`src/rtl/tap_fir4.sv`:
```
// tap_fir4 -- two-stage pipelined 4-tap FIR on the outputs of a 4-stage
// delay line. Constant 4-bit unsigned coefficients, round-half-up, then
// right shift by SHIFT, then unsigned saturation to 8 bits. A warm-up
// counter marks results valid only once the delay line holds real samples
// and the pipeline has flushed. A peak-hold register and a threshold flag
// feed the control path.
//
// Ports:
//   clk        rising-edge clock
//   reset      asynchronous, active-low reset (clears every register)
//   tap0..tap3 delay-line samples, tap0 newest, tap3 oldest, unsigned 8 bit
//   thresh     compare level for 'above', unsigned 8 bit
//   peak_clr   synchronous clear of 'peak' (wins over a capture)
//   dout       filtered, rounded, saturated sample (2 clocks after taps)
//   out_valid  dout carries a fully-populated filter result
//   above      out_valid and dout > thresh (strict)
//   peak       largest valid dout since reset or last clear (lags dout 1 clk)
module tap_fir4 #(
    parameter logic [3:0] C0    = 4'd1,
    parameter logic [3:0] C1    = 4'd2,
    parameter logic [3:0] C2    = 4'd2,
    parameter logic [3:0] C3    = 4'd1,
    parameter int unsigned SHIFT = 3
) (
    input  logic       clk,
    input  logic       reset,
    input  logic [7:0] tap0,
    input  logic [7:0] tap1,
    input  logic [7:0] tap2,
    input  logic [7:0] tap3,
    input  logic [7:0] thresh,
    input  logic       peak_clr,
    output logic [7:0] dout,
    output logic       out_valid,
    output logic       above,
    output logic [7:0] peak
);

    localparam int unsigned DATA_W = 8;
    localparam int unsigned COEF_W = 4;
    localparam int unsigned PROD_W = DATA_W + COEF_W;   // 12
    localparam int unsigned SUM_W  = PROD_W + 2;         // 14, holds 4*15*255 + 32
    localparam logic [2:0]  WARM_DONE = 3'd6;            // 4 fill edges + 2 pipeline edges

    // Round half up, then drop SHIFT LSBs. Worst-case sum plus the rounding
    // constant still fits SUM_W, so nothing is lost before saturation.
    function automatic logic [SUM_W-1:0] round_shift(input logic [SUM_W-1:0] s);
        logic [SUM_W-1:0] rnd;
        rnd = SUM_W'(1) << (SHIFT - 1);
        return (s + rnd) >> SHIFT;
    endfunction

    function automatic logic [DATA_W-1:0] sat_u8(input logic [SUM_W-1:0] r);
        return (r > SUM_W'(255)) ? 8'hFF : r[DATA_W-1:0];
    endfunction

    logic [PROD_W-1:0] prod_p1_q [4];
    logic [PROD_W-1:0] prod_p1_d [4];
    logic [SUM_W-1:0]  sum_p2;
    logic [DATA_W-1:0] dout_p2_q, dout_p2_d;
    logic              above_p2_q, above_p2_d;
    logic [2:0]        cnt_q, cnt_d;
    logic              vld_p2_d;
    logic [DATA_W-1:0] peak_q, peak_d;

    // ---- stage 1: products ----
    always_comb begin
        prod_p1_d[0] = {4'd0, tap0} * {8'd0, C0};
        prod_p1_d[1] = {4'd0, tap1} * {8'd0, C1};
        prod_p1_d[2] = {4'd0, tap2} * {8'd0, C2};
        prod_p1_d[3] = {4'd0, tap3} * {8'd0, C3};
    end

    // ---- stage 2: sum, round, saturate, qualify ----
    always_comb begin
        sum_p2 = {2'b00, prod_p1_q[0]} + {2'b00, prod_p1_q[1]}
               + {2'b00, prod_p1_q[2]} + {2'b00, prod_p1_q[3]};
        dout_p2_d = sat_u8(round_shift(sum_p2));
        // Counter saturates, so out_valid stays high until the next reset.
        cnt_d    = (cnt_q == WARM_DONE) ? cnt_q : cnt_q + 3'd1;
        vld_p2_d = (cnt_d == WARM_DONE);
        // Flag tracks the value being registered, gated by the valid it will sit next to.
        above_p2_d = vld_p2_d && (dout_p2_d > thresh);
    end

    // ---- peak hold: operates on the registered output ----
    always_comb begin
        peak_d = peak_q;
        if (peak_clr)
            peak_d = '0;
        else if (out_valid && (dout_p2_q > peak_q))
            peak_d = dout_p2_q;
    end

    always_ff @(posedge clk or negedge reset) begin
        if (!reset) begin
            for (int i = 0; i < 4; i++) prod_p1_q[i] <= '0;
            dout_p2_q  <= '0;
            above_p2_q <= 1'b0;
            cnt_q      <= '0;
            peak_q     <= '0;
        end else begin
            for (int i = 0; i < 4; i++) prod_p1_q[i] <= prod_p1_d[i];
            dout_p2_q  <= dout_p2_d;
            above_p2_q <= above_p2_d;
            cnt_q      <= cnt_d;
            peak_q     <= peak_d;
        end
    end

    assign dout      = dout_p2_q;
    assign above     = above_p2_q;
    assign out_valid = (cnt_q == WARM_DONE);
    assign peak      = peak_q;

endmodule

```
`config.mk`:
```
export PLATFORM = sky130hd
export DESIGN_NAME = tap_fir4
export DESIGN_NICKNAME = d
export VERILOG_FILES = /design/src/rtl/tap_fir4.sv
export SDC_FILE = /design/constraint.sdc
export NUM_CORES = 1
export LEC_CHECK = 0
export CORE_ASPECT_RATIO = 0.75
export CORE_UTILIZATION = 46
export CTS_CLUSTER_SIZE = 28
export DETAILED_ROUTE_END_ITERATION = 6
export GPL_TIMING_DRIVEN = 0
export HOLD_SLACK_MARGIN = 0.1
export PLACE_DENSITY = 0.81
export SLEW_MARGIN = 20
export SYNTH_ARGS = -nofsm -noshare
export SYNTH_HDL_FRONTEND = slang
export SYNTH_SLANG_ARGS = --single-unit
```
`constraint.sdc`:
```
create_clock -name clk -period 3.98 [get_ports clk]
set_clock_uncertainty 0.2 [all_clocks]
set_input_delay 0.796 -clock clk [delete_from_list [all_inputs] [get_ports clk]]
set_output_delay 0.796 -clock clk [all_outputs]
set_load 0.05 [all_outputs]
```
==> results of run 1 <==
==> power groups by stage <==
stage	Combinational, mW	Sequential [mW]	Clock (mW)
after floorplan	0.656	0.935	0
after global placement	1.20	0.698	0
after detailed placement	1.26	0.706	0
after CTS	1.29	0.695	0.322
after global routing	1.42	0.706	0.347
final	1.29	0.694	0.306
==> cells in the final DEF (no fill, tap or decap), drive strengths merged <==
cell	count
a21oi	8
o211ai	2
buf	9
nor3	1
inv	52
nor4b	2
nand2b	19
ha	37
nor2	9
o21a	1
clkdlybuf4s50	59
nand4	4
fa	14
nor2b	2
a31oi	1
a21o	6
mux2i	8
o31a	2
o21bai	1
o311ai	1
a211oi	6
and2b	1
xor2	1
and2	1
clkbuf	8
nand2	4
o21ai	9
dfrtp	52
xnor2	2
==> repair_timing <==
item,in CTS,in global routing
endpoints found under the setup margin,1,1
pin swaps,7,5
gates resized for setup,2,1
cloned,0,0
hold buffers,0,0
setup buffers,6,0
==> path summary, 6_finish.rpt <==
path	from	cells after the start	slack, ps	end
max in group asynchronous	reset	2	2740	prod_p1_q[29]$_DFF_PN0_
worst max-delay path	prod_p1_q[1]$_DFF_PN0_	16	-560	above$_DFF_PN0_
worst min-delay path	reset	1	300	peak[5]$_DFFE_PN0P_
worst min register to register	cnt_q[1]$_DFF_PN0_	2	360	cnt_q[1]$_DFF_PN0_
worst max register to register	prod_p1_q[1]$_DFF_PN0_	16	-560	above$_DFF_PN0_
min in group clk	cnt_q[1]$_DFF_PN0_	2	360	cnt_q[1]$_DFF_PN0_
==> registers in the layout (all words and copies together), names as in the netlist <==
register / count
prod_p1_q: 32
cnt_q: 3
dout: 8
above: 1
peak: 8
==> per-layer routing <==
metal / share of wire (%) / vias up / global-route usage [%]
li1: - / 946 / -
met1: 45 / 927 / 20.5
met2: 50 / 47 / 29.9
met3: 4.2 / 5 / 4.03
met4: 0.91 / 0 / 4.10
met5: 0 / - / 0
==> layout make-up <==
class / instances / area [um2]
plain buffers: 2 / 8.76
clock buffers: 7 / 96.3
fillers: 475 / 2180
inverters: 52 / 195
multi-input cells: 142 / 1380
flip-flops and latches: 52 / 1300
well taps: 78 / 97.6
repair buffers: 67 / 661
==> logic make-up (layout without fill, tap and decap cells) <==
logic type,count (synthesis),in the layout
simple gates,43,43
flops,52,52
compound gates,37,37
mux,8,8
buf+inv,54,128
xor+xnor,3,3
fa+ha+maj,51,51
==> stage by stage <==
step / cells / setup WS, ps / power [mW] / setup TNS, ps
after global routing: 400 / -772 / 2.48 / -772
after floorplan: 248 / -337 / 1.59 / -337
after detailed placement: 387 / -748 / 1.96 / -748
after CTS: 400 / -559 / 2.31 / -559
final: 400 / -557 / 2.29 / -557
after global placement: 386 / -609 / 1.90 / -609
==> results.txt, run 1 <==
----------------------------------------------------
[STA]
  Time the final worst path needs with I/O delays and setup ... roughly 4500 ps
  Least setup slack across all paths after layout ... -557 ps
  Relative slew slack ... about three fifths
  Final Setup Violations ... 1
  Period Utilization, post-route ... 114%
  Final count of hold timing violations ... 0
  Maximum achievable frequency ... roughly 0.22 GHz
  Unrepaired setup endpoints after global routing ... yes
  Total count of max-transition violations in the final report ... 0
  Final Hold Slack ... between 200 and 300 ps
  Worst Max-Slew Pin Slew ... between 500 and 600 ps

[Worst setup path]
  Kind of launch point of the worst setup path ... flip-flop
  Slowest CP cell ... sky130_fd_sc_hd__fa_1
  Crit path top cell by count ... sky130_fd_sc_hd__a21o_1
  Largest driver fanout on the critical path ... 5
  Slowest stage delay, CP ... between 400 and 500 ps
  Type of element capturing the critical path ... flip-flop
  Data required, critical path ... ~4000 ps
  Critical path type ... flip-flop to flip-flop
  Cell family with the largest share of critical-path delay ... adder cells
  Cell-by-cell listing of the critical path ... fa_1, fa_1, ha_1, a21o_1, ha_2, fa_2, a211oi_2, nor2_2, o31a_1, o21ai_4, nand2_1, ha_1, a21o_1, a21o_1, a211oi_2, nor4b_2
  Data arrival, critical path ... about 4500 ps
  Buffers plus inverters on the worst setup path ... 0

[Power and ir drop]
  Switching share of total power ... between 40% and 50%
  Logic gate share of total power ... 56.4%
  Cell-internal power ... ~1.3 mW
  Power density cells ... between 600 and 700 mW/mm2
  Part of the power in the clock network ... roughly an eighth
  Switching power ... a little under 1 mW
  Peak supply drop ... roughly 260 uV
  Proportion of power drawn by flip-flops and latches ... between 30% and 40%
  Leak Pwr ... 1.81 nW

[Clock tree]
  Clock tree from TritonCTS ... built
  Clock sinks ... between 50 and 60
  Clock latency on the worst-skew pair ... a little under 300 ps
  CTS root buffer ... sky130_fd_sc_hd__clkbuf_8
  CTS max path bufs ... 2
  Count of H-tree levels built during CTS ... 2
  Clock buffer count from CTS ... 5
  Clock transition time at the flip-flop clock pins of the worst setup and hold paths ... 80 ps

[Synthesis]
  Number of synthesized flops with an enable pin ... 0
  Combinational family with the most area after synthesis ... adder cells
  Number of synthesized register bits ... 52
  Cell type with the largest total area after synthesis ... sky130_fd_sc_hd__dfrtp_1
  Predominant post-synthesis flop cell ... sky130_fd_sc_hd__dfrtp_1
  Post-Syn Instances ... ~250
  Synth top area share ... 45.5%
  Largest cells by area after synthesis ... sky130_fd_sc_hd__dfrtp_1 (45%), sky130_fd_sc_hd__ha_1 (16%), sky130_fd_sc_hd__fa_1 (9.8%)
  Xor and xnor fraction of the mapped netlist area ... less than 1%
  Adder-cell share of the synthesized area ... between 20% and 30%
  Complex-gate fraction of the synthesized area ... about 9.1%
  Multiplexer share of the synthesized area ... under 10%
  Nets in the synthesized netlist ... 342
  Seq/Total Area, Yosys ... a little under half
  Synthesized-area fraction occupied by and/or/nand/nor cells ... ~8.7%
  Number of distinct library cell variants in the gate-level netlist after synthesis ... 33
  Avg Synthesized Cell Area ... between 10 and 15 um2
  Share of flip-flops with an asynchronous set or reset after synthesis ... between 90% and 100%
  Yosys warns ... 0
  Cell types with the highest counts after synthesis ... sky130_fd_sc_hd__dfrtp_1 (52), sky130_fd_sc_hd__inv_1 (52), sky130_fd_sc_hd__ha_1 (37)
  Synthesized cell area ... 0.00286 mm2

[Hold path]
  Class of the worst hold path ... input pin to async pin

[Status]
  Status ... finished with violations
  Violations in the final reports ... negative setup slack

[Cells and area]
  Share of final-layout standard cells stronger than drive strength 1 ... under 10%
  Post-Layout Inst Area ... ~0.0037 mm2
  Final design utilization ... a little over three fifths
  Area growth, synth to finish ... 30.7%
  Number of antenna cells inserted ... 0
  Number of nets in the layout ... 416

[Global routing]
  Largest net degree at the start of global routing ... 28
  Total global routing track utilization ... 16.8%
  Number of antenna violations at the first check in global routing ... 0
  Total grt overflow ... 0
  Wire length of the first global-routing pass ... roughly 8500 um
  Vias in the first global route ... 2,008

[Route]
  Count of antenna-violating nets left after detailed routing ... 0
  Post-route DRC violation count ... 0
  Total via count after detailed routing ... between 1,500 and 2,000
  Vias per std cell ... 4.81
  Routed wire length per instance ... 12.1 um
  Drt pass-1 iters ... 4
  Routed wire length ... around 5000 um
  DRC violation total after the first TritonRoute iteration ... 23

[Run]
  Max-Cap Viols ... 0

[Place]
  Count of input and output buffers ... 60
  Final estimated routing congestion in global placement ... a little under 0.8
  DP Wirelength ... around 3900 um
  Post-detailed-placement cell area ... about 0.0036 mm2

[Floorplanning]
  Area inside the core boundary ... ~0.0059 mm2
  Die Outline Area ... 0.00654 mm2
  Die width ... 93.1 um
  Site row count ... 24
  Initial core utilization ... between 40% and 50%
  Die H ... 70.3 um
  Count of boundary I/O pins ... roughly 60

----------------------------------------------------
Power figures use the tool's default switching activity.
==> run 2, diff against run 1 <==
--- a/config.mk
+++ b/config.mk
@@ -6,12 +6,12 @@
 export NUM_CORES = 1
 export LEC_CHECK = 0
 export CORE_ASPECT_RATIO = 0.75
-export CORE_UTILIZATION = 46
+export CORE_UTILIZATION = 51
 export CTS_CLUSTER_SIZE = 28
 export DETAILED_ROUTE_END_ITERATION = 6
 export GPL_TIMING_DRIVEN = 0
 export HOLD_SLACK_MARGIN = 0.1
-export PLACE_DENSITY = 0.81
+export PLACE_DENSITY = 0.85
 export SLEW_MARGIN = 20
 export SYNTH_ARGS = -nofsm -noshare
 export SYNTH_HDL_FRONTEND = slang
==> constraint.sdc (replaced) <==
create_clock -name clk -period 4.2 [get_ports clk]
set_clock_uncertainty 0.2 [all_clocks]
set_input_delay 0.84 -clock clk [delete_from_list [all_inputs] [get_ports clk]]
set_output_delay 0.84 -clock clk [all_outputs]
set_load 0.05 [all_outputs]
==> run 2 against run 1 <==
- the flow still finishes with violations (negative setup slack)
- highest routed layer unchanged
- register-to-register slack improved by 200 ps
- first-iteration DRC count grew to 3.0 times the previous value
- critical endpoint unchanged
- via count fell by 0.99%
- die area shrank 9.6%
- global-route usage rose by 2.0 points
==> results.txt, run 2 (synthesis gave the netlist of run 1 again) <==
----------------------------------------------------
[Route]
  Count of antenna-violating nets left after detailed routing ... 0
  Vias per std cell ... slightly below 5
  Routed wire length ... roughly 4600 um
  Drt pass-1 iters ... 6
  Total via count after detailed routing ... roughly 1,900
  Routed wire length per instance ... ~12 um
  Post-route DRC violation count ... 0
  DRC violation total after the first TritonRoute iteration ... 68

[STA]
  Relative slew slack ... between 50% and 60%
  Time the final worst path needs with I/O delays and setup ... approximately 4600 ps
  Fin Setup TNS ... -356 ps
  Unrepaired setup endpoints after global routing ... yes
  Maximum achievable frequency ... between 0.2 and 0.25 GHz
  Worst Max-Slew Pin Slew ... 659 ps
  Period Utilization, post-route ... 108%
  Final Setup Violations ... 1
  Total count of max-transition violations in the final report ... 0
  Least setup slack across all paths after layout ... -356 ps
  Final count of hold timing violations ... 0

[Power and ir drop]
  Post-layout total power ... ~2.2 mW
  Power density cells ... between 500 and 600 mW/mm2
  Peak supply drop ... around 280 uV
  Leak Pwr ... about 1.8 nW

[Worst setup path]
  Data required, critical path ... between 4000 and 5000 ps
  Worst setup endpoint ... above$_DFF_PN0_
  Worst setup path start ... prod_p1_q[1]$_DFF_PN0_
  Capturing point of the worst reg2reg path ... above$_DFF_PN0_
  Number of cell instances on the worst register-to-register path ... 17
  Data arrival, critical path ... approximately 4500 ps
  Slowest CP cell ... sky130_fd_sc_hd__fa_1
  Critical path type ... flip-flop to flip-flop
  Type of element capturing the critical path ... flip-flop
  Worst flop-to-flop path startpoint ... prod_p1_q[1]$_DFF_PN0_
  Slowest stage delay, CP ... approximately 450 ps
  Cell-by-cell listing of the critical path ... fa_1, fa_1, ha_1, a21o_1, ha_2, fa_2, a211oi_2, nor2_1, o31a_1, o21ai_4, nand2b_1, ha_1, nor2b_1, o211ai_1, a21oi_2, a211oi_2, nor4b_2
  Worst-case register-to-register setup slack ... -360 ps
  Largest driver fanout on the critical path ... 5
  Kind of launch point of the worst setup path ... flip-flop

[Hold path]
  Class of the worst hold path ... input pin to async pin

[Status]
  Violations in the final reports ... negative setup slack
  Status ... finished with violations

[Global routing]
  Total global routing track utilization ... between 10% and 20%
  Vias in the first global route ... about 2,000
  Number of antenna violations at the first check in global routing ... 0
  Total grt overflow ... 0
  Wire length of the first global-routing pass ... 8300 um
  Largest net degree at the start of global routing ... 30

[Place]
  Count of input and output buffers ... 60
  Post-detailed-placement cell area ... about 0.0036 mm2
  Count of placed standard cells including taps ... around 380
  DP Wirelength ... about 3800 um
  Final estimated routing congestion in global placement ... ~0.8

[Cells and area]
  Number of antenna cells inserted ... 0
  Area growth, synth to finish ... 30.6%
  Commonest non-fill, non-tap cell in the layout ... sky130_fd_sc_hd__clkdlybuf4s50_1
  Largest register FFs ... 32
  Fill count ... roughly 400
  Post-Layout Inst Area ... around 0.0037 mm2
  Number of nets in the layout ... approximately 410
  Most frequent cells in the layout ... sky130_fd_sc_hd__clkdlybuf4s50_1 (59), sky130_fd_sc_hd__inv_1 (52), sky130_fd_sc_hd__dfrtp_1 (52)
  Share of final-layout standard cells stronger than drive strength 1 ... 7.17%
  Fin cells ... 396
  Reg with most FFs ... prod_p1_q
  Area of the multi-input gates ... between 0.001 and 0.0015 mm2
  Area taken by flip-flops and latches ... 0.00130 mm2
  Final design utilization ... 69.4%

[Floorplanning]
  Die H ... between 60 and 70 um
  Count of boundary I/O pins ... between 60 and 70
  Area inside the core boundary ... between 0.005 and 0.006 mm2
  Initial core utilization ... 53.2%
  Die width ... approximately 90 um
  Site row count ... 23
  Die Outline Area ... around 0.0059 mm2

[Clock tree]
  CTS max path bufs ... 2
  Count of H-tree levels built during CTS ... 2
  Clock sinks ... between 50 and 60
  Clock latency on the worst-skew pair ... around 290 ps
  Clock tree from TritonCTS ... built
  Clock buffer count from CTS ... 5
  Clock transition time at the flip-flop clock pins of the worst setup and hold paths ... 90 ps
  CTS root buffer ... sky130_fd_sc_hd__clkbuf_8

[Run]
  Max-Cap Viols ... 0

----------------------------------------------------
==> run 2: layout make-up <==
cell class,count,area share [%]
multi-input combinational,142,36.8
sequential,52,34.8
timing repair buffer,65,17.5
inverter,52,5.22
tap,75,2.51
clock buffer,6,1.94
clock inverter,2,0.938
buffer,2,0.234
==> run 2: metal layers <==
layer	up-vias	routed length [um]	global-route usage [%]
li1	946	-	-
met1	890	2050	23.3
met2	60	2250	32.9
met3	10	209	4.34
met4	0	69	5.65
met5	-	0	0
==> run 2: through the flow <==
step | hold slack [ps] | setup WS (ps)
2_1_floorplan | 311 | -117
3_3_place_gp | 330 | -390
3_5_place_dp | 347 | -462
4_1_cts | 360 | -339
5_1_grt | 379 | -578
6_report | 369 | -356
==> run 2: what timing repair did <==
action | in CTS | in global routing
hold buffers | 0 | 0
buffers inserted | 3 | 1
endpoints found under the setup margin | 1 | 1
pin swaps | 5 | 2
gates resized for setup | 1 | 1
==> run 2: critical path, delay by kind of cell (launching register included) <==
kind            cells  cell delay (ps)
compound gates      7             1350
fa+ha+maj           6             2070
flops               1              390
simple gates        4              410
==> run 2: how the worst min path moves through the flow <==
stage / from / endpoint / depth (start not counted)
4_1_cts: cnt_q[1]$_DFF_PN0_ / cnt_q[1]$_DFF_PN0_ / 2
3_5_place_dp: cnt_q[1]$_DFF_PN0_ / cnt_q[1]$_DFF_PN0_ / 2
2_1_floorplan: cnt_q[2]$_DFF_PN0_ / cnt_q[2]$_DFF_PN0_ / 2
3_3_place_gp: cnt_q[1]$_DFF_PN0_ / cnt_q[1]$_DFF_PN0_ / 2
6_report: reset / peak[5]$_DFFE_PN0P_ / 1
5_1_grt: peak[6]$_DFFE_PN0P_ / peak[6]$_DFFE_PN0P_ / 2
==> run 2: report_power, final <==
part	internal [mW]	switching (mW)	leakage, nW
Sequential	0.588	0.0649	0.616
Clock	0.177	0.151	0.0552
Combinational	0.517	0.688	1.13
Total	1.28	0.904	1.80
==> run 3, diff against run 2 <==
--- a/config.mk
+++ b/config.mk
@@ -6,6 +6,7 @@
 export NUM_CORES = 1
 export LEC_CHECK = 0
 export CORE_ASPECT_RATIO = 0.75
+export CORE_MARGIN = 1.5
 export CORE_UTILIZATION = 51
 export CTS_CLUSTER_SIZE = 28
 export DETAILED_ROUTE_END_ITERATION = 6
==> run 3 against run 2 <==
- the run still ends with negative setup slack left
- clock-buffer cell count up 1
- critical path depth up 1
- register-to-register slack about the same
- routed wire length increased by 5.7%
- via count increased by 0.42%
- maximum frequency decreased by 0.14%
- power down 1.3%
- highest routed layer unchanged
==> results.txt, run 3 (synthesis gave the netlist of run 1 again) <==
----------------------------------------------------
[Worst setup path]
  Worst-case register-to-register setup slack ... -360 ps
  Data required, critical path ... about 4200 ps
  Number of cell instances on the worst register-to-register path ... 18
  Data arrival, critical path ... about 4600 ps
  Kind of launch point of the worst setup path ... flip-flop
  Worst flop-to-flop path startpoint ... prod_p1_q[1]$_DFF_PN0_
  Critical path type ... flip-flop to flip-flop
  Largest driver fanout on the critical path ... 6
  Capturing point of the worst reg2reg path ... above$_DFF_PN0_
  Type of element capturing the critical path ... flip-flop

[Cells and area]
  Number of nets in the layout ... just over 400
  Largest register FFs ... 32
  Share of final-layout standard cells stronger than drive strength 1 ... a little under 7%
  Post-Layout Inst Area ... 0.00372 mm2
  Fill count ... just under 400
  Reg with most FFs ... prod_p1_q
  Most frequent cells in the layout ... sky130_fd_sc_hd__clkdlybuf4s50_1 (59), sky130_fd_sc_hd__inv_1 (52), sky130_fd_sc_hd__dfrtp_1 (52)
  Final design utilization ... roughly 70%
  Number of antenna cells inserted ... 0
  Commonest non-fill, non-tap cell in the layout ... sky130_fd_sc_hd__clkdlybuf4s50_1
  Area growth, synth to finish ... 29.9%

[Route]
  Routed wire length per instance ... ~12 um
  Vias per std cell ... about 4.9
  Count of antenna-violating nets left after detailed routing ... 0
  Topmost layer with routed signal wires ... met4
  DRC violation total after the first TritonRoute iteration ... 46
  Post-route DRC violation count ... 0
  M1 WL ... ~2000 um
  Total via count after detailed routing ... 1,914
  Total met3 wirelength after detailed routing ... 238 um
  Met2 wire length ... approximately 2500 um
  Routed wire length ... between 4000 and 5000 um
  Drt pass-1 iters ... 5

[Clock tree]
  Clock buffer count from CTS ... 5
  Clock latency on the worst-skew pair ... roughly 300 ps
  CTS max path bufs ... 2
  Clock sinks ... between 50 and 60
  Clock tree from TritonCTS ... built
  Clock transition time at the flip-flop clock pins of the worst setup and hold paths ... ~80 ps
  CTS root buffer ... sky130_fd_sc_hd__clkbuf_8
  Count of H-tree levels built during CTS ... 2
  Count of hold buffers inserted by post-cts repair ... 0

[Hold path]
  Class of the worst hold path ... input pin to async pin

[STA]
  Maximum achievable frequency ... about 0.22 GHz
  Least setup slack across all paths after layout ... -363 ps
  Final Hold Slack ... about 350 ps
  Total count of max-transition violations in the final report ... 0
  Time the final worst path needs with I/O delays and setup ... 4560 ps
  Unrepaired setup endpoints after global routing ... yes
  Fin Setup TNS ... -363 ps
  Period Utilization, post-route ... 109%
  Relative slew slack ... ~58%
  Final count of hold timing violations ... 0
  Final Setup Violations ... 1
  Worst Max-Slew Pin Slew ... approximately 630 ps

[Power and ir drop]
  Power density cells ... around 580 mW/mm2
  Peak supply drop ... approximately 230 uV
  Leak Pwr ... 1.80 nW

[Global routing]
  Largest net degree at the start of global routing ... 29
  Wire length of the first global-routing pass ... between 8000 and 9000 um
  Total grt overflow ... 0
  Total global routing track utilization ... about a fifth
  Number of antenna violations at the first check in global routing ... 0
  Vias in the first global route ... slightly above 2,000

[Place]
  Post-detailed-placement cell area ... approximately 0.0036 mm2
  Count of input and output buffers ... 60
  Final estimated routing congestion in global placement ... between 0.7 and 0.8
  DP Wirelength ... between 4000 and 5000 um

[Floorplanning]
  Area inside the core boundary ... 0.00538 mm2
  Count of boundary I/O pins ... 61
  Die Outline Area ... about 0.0061 mm2
  Initial core utilization ... a little over half
  Die width ... just under 90 um
  Site row count ... 23
  Die H ... between 60 and 70 um

[Status]
  Status ... finished with violations
  Violations in the final reports ... negative setup slack

[Run]
  Max-Cap Viols ... 0

----------------------------------------------------
==> run 3: power breakdown <==
part	switching, mW	internal (mW)	leakage (nW)
clock	0.148	0.147	0.0503
combinational	0.691	0.516	1.13
sequential	0.0671	0.588	0.616
==> run 3: repair_timing <==
action,in CTS,in global routing
gates resized for setup,1,1
pin swaps,5,2
setup endpoints to repair,1,1
buffers inserted,3,0
==> run 3: layer usage <==
layer | vias to the layer above | track usage (%)
met3 | 9 | 4.58
met5 | - | 0
met4 | 0 | 8.08
li1 | 942 | -
met2 | 54 | 35.2
met1 | 909 | 20.3
==> run 3: how the worst max path moves through the flow <==
stage	endpoint	from	cells after the start	slack, ps
after floorplan	above$_DFF_PN0_	prod_p1_q[3]$_DFF_PN0_	18	-120
after CTS	above$_DFF_PN0_	prod_p1_q[1]$_DFF_PN0_	18	-350
after detailed placement	above$_DFF_PN0_	prod_p1_q[1]$_DFF_PN0_	18	-470
after global placement	above$_DFF_PN0_	prod_p1_q[1]$_DFF_PN0_	18	-390
after global routing	above$_DFF_PN0_	prod_p1_q[1]$_DFF_PN0_	17	-580
final	above$_DFF_PN0_	prod_p1_q[1]$_DFF_PN0_	18	-360
==> run 3: final cells by class <==
cell class / instances / area (um2) / share of cell area [%]
plain buffers: 2 / 8.76 / 0.236
clock buffers: 7 / 96.3 / 2.59
inverters: 52 / 195 / 5.25
multi-input cells: 142 / 1380 / 37.0
flip-flops and latches: 52 / 1300 / 35.0
well taps: 75 / 93.8 / 2.52
repair buffers: 64 / 646 / 17.4
==> run 3: stage by stage <==
stage	total power [mW]	cells	setup slack, ps
2_1_floorplan	1.51	248	-117
3_3_place_gp	1.80	383	-390
3_5_place_dp	1.85	384	-474
6_report	2.16	394	-363
4_1_cts	2.17	394	-352
5_1_grt	2.33	394	-585
==> run 3: critical path: stages, from the launching register on <==
cell and delay [ps]:
sky130_fd_sc_hd__dfrtp_1 400, sky130_fd_sc_hd__fa_1 480, sky130_fd_sc_hd__ha_1 290, sky130_fd_sc_hd__a21o_1 180, sky130_fd_sc_hd__ha_1 270, sky130_fd_sc_hd__a21o_1 160, sky130_fd_sc_hd__ha_2 190, sky130_fd_sc_hd__fa_2 350
sky130_fd_sc_hd__a211oi_2 190, sky130_fd_sc_hd__nor2_1 100, sky130_fd_sc_hd__o31a_1 300, sky130_fd_sc_hd__o21ai_4 230, sky130_fd_sc_hd__nand2b_1 110, sky130_fd_sc_hd__ha_1 310, sky130_fd_sc_hd__nor2b_1 140, sky130_fd_sc_hd__o211ai_1 200
sky130_fd_sc_hd__a21oi_2 80, sky130_fd_sc_hd__a211oi_2 190, sky130_fd_sc_hd__nor4b_2 80
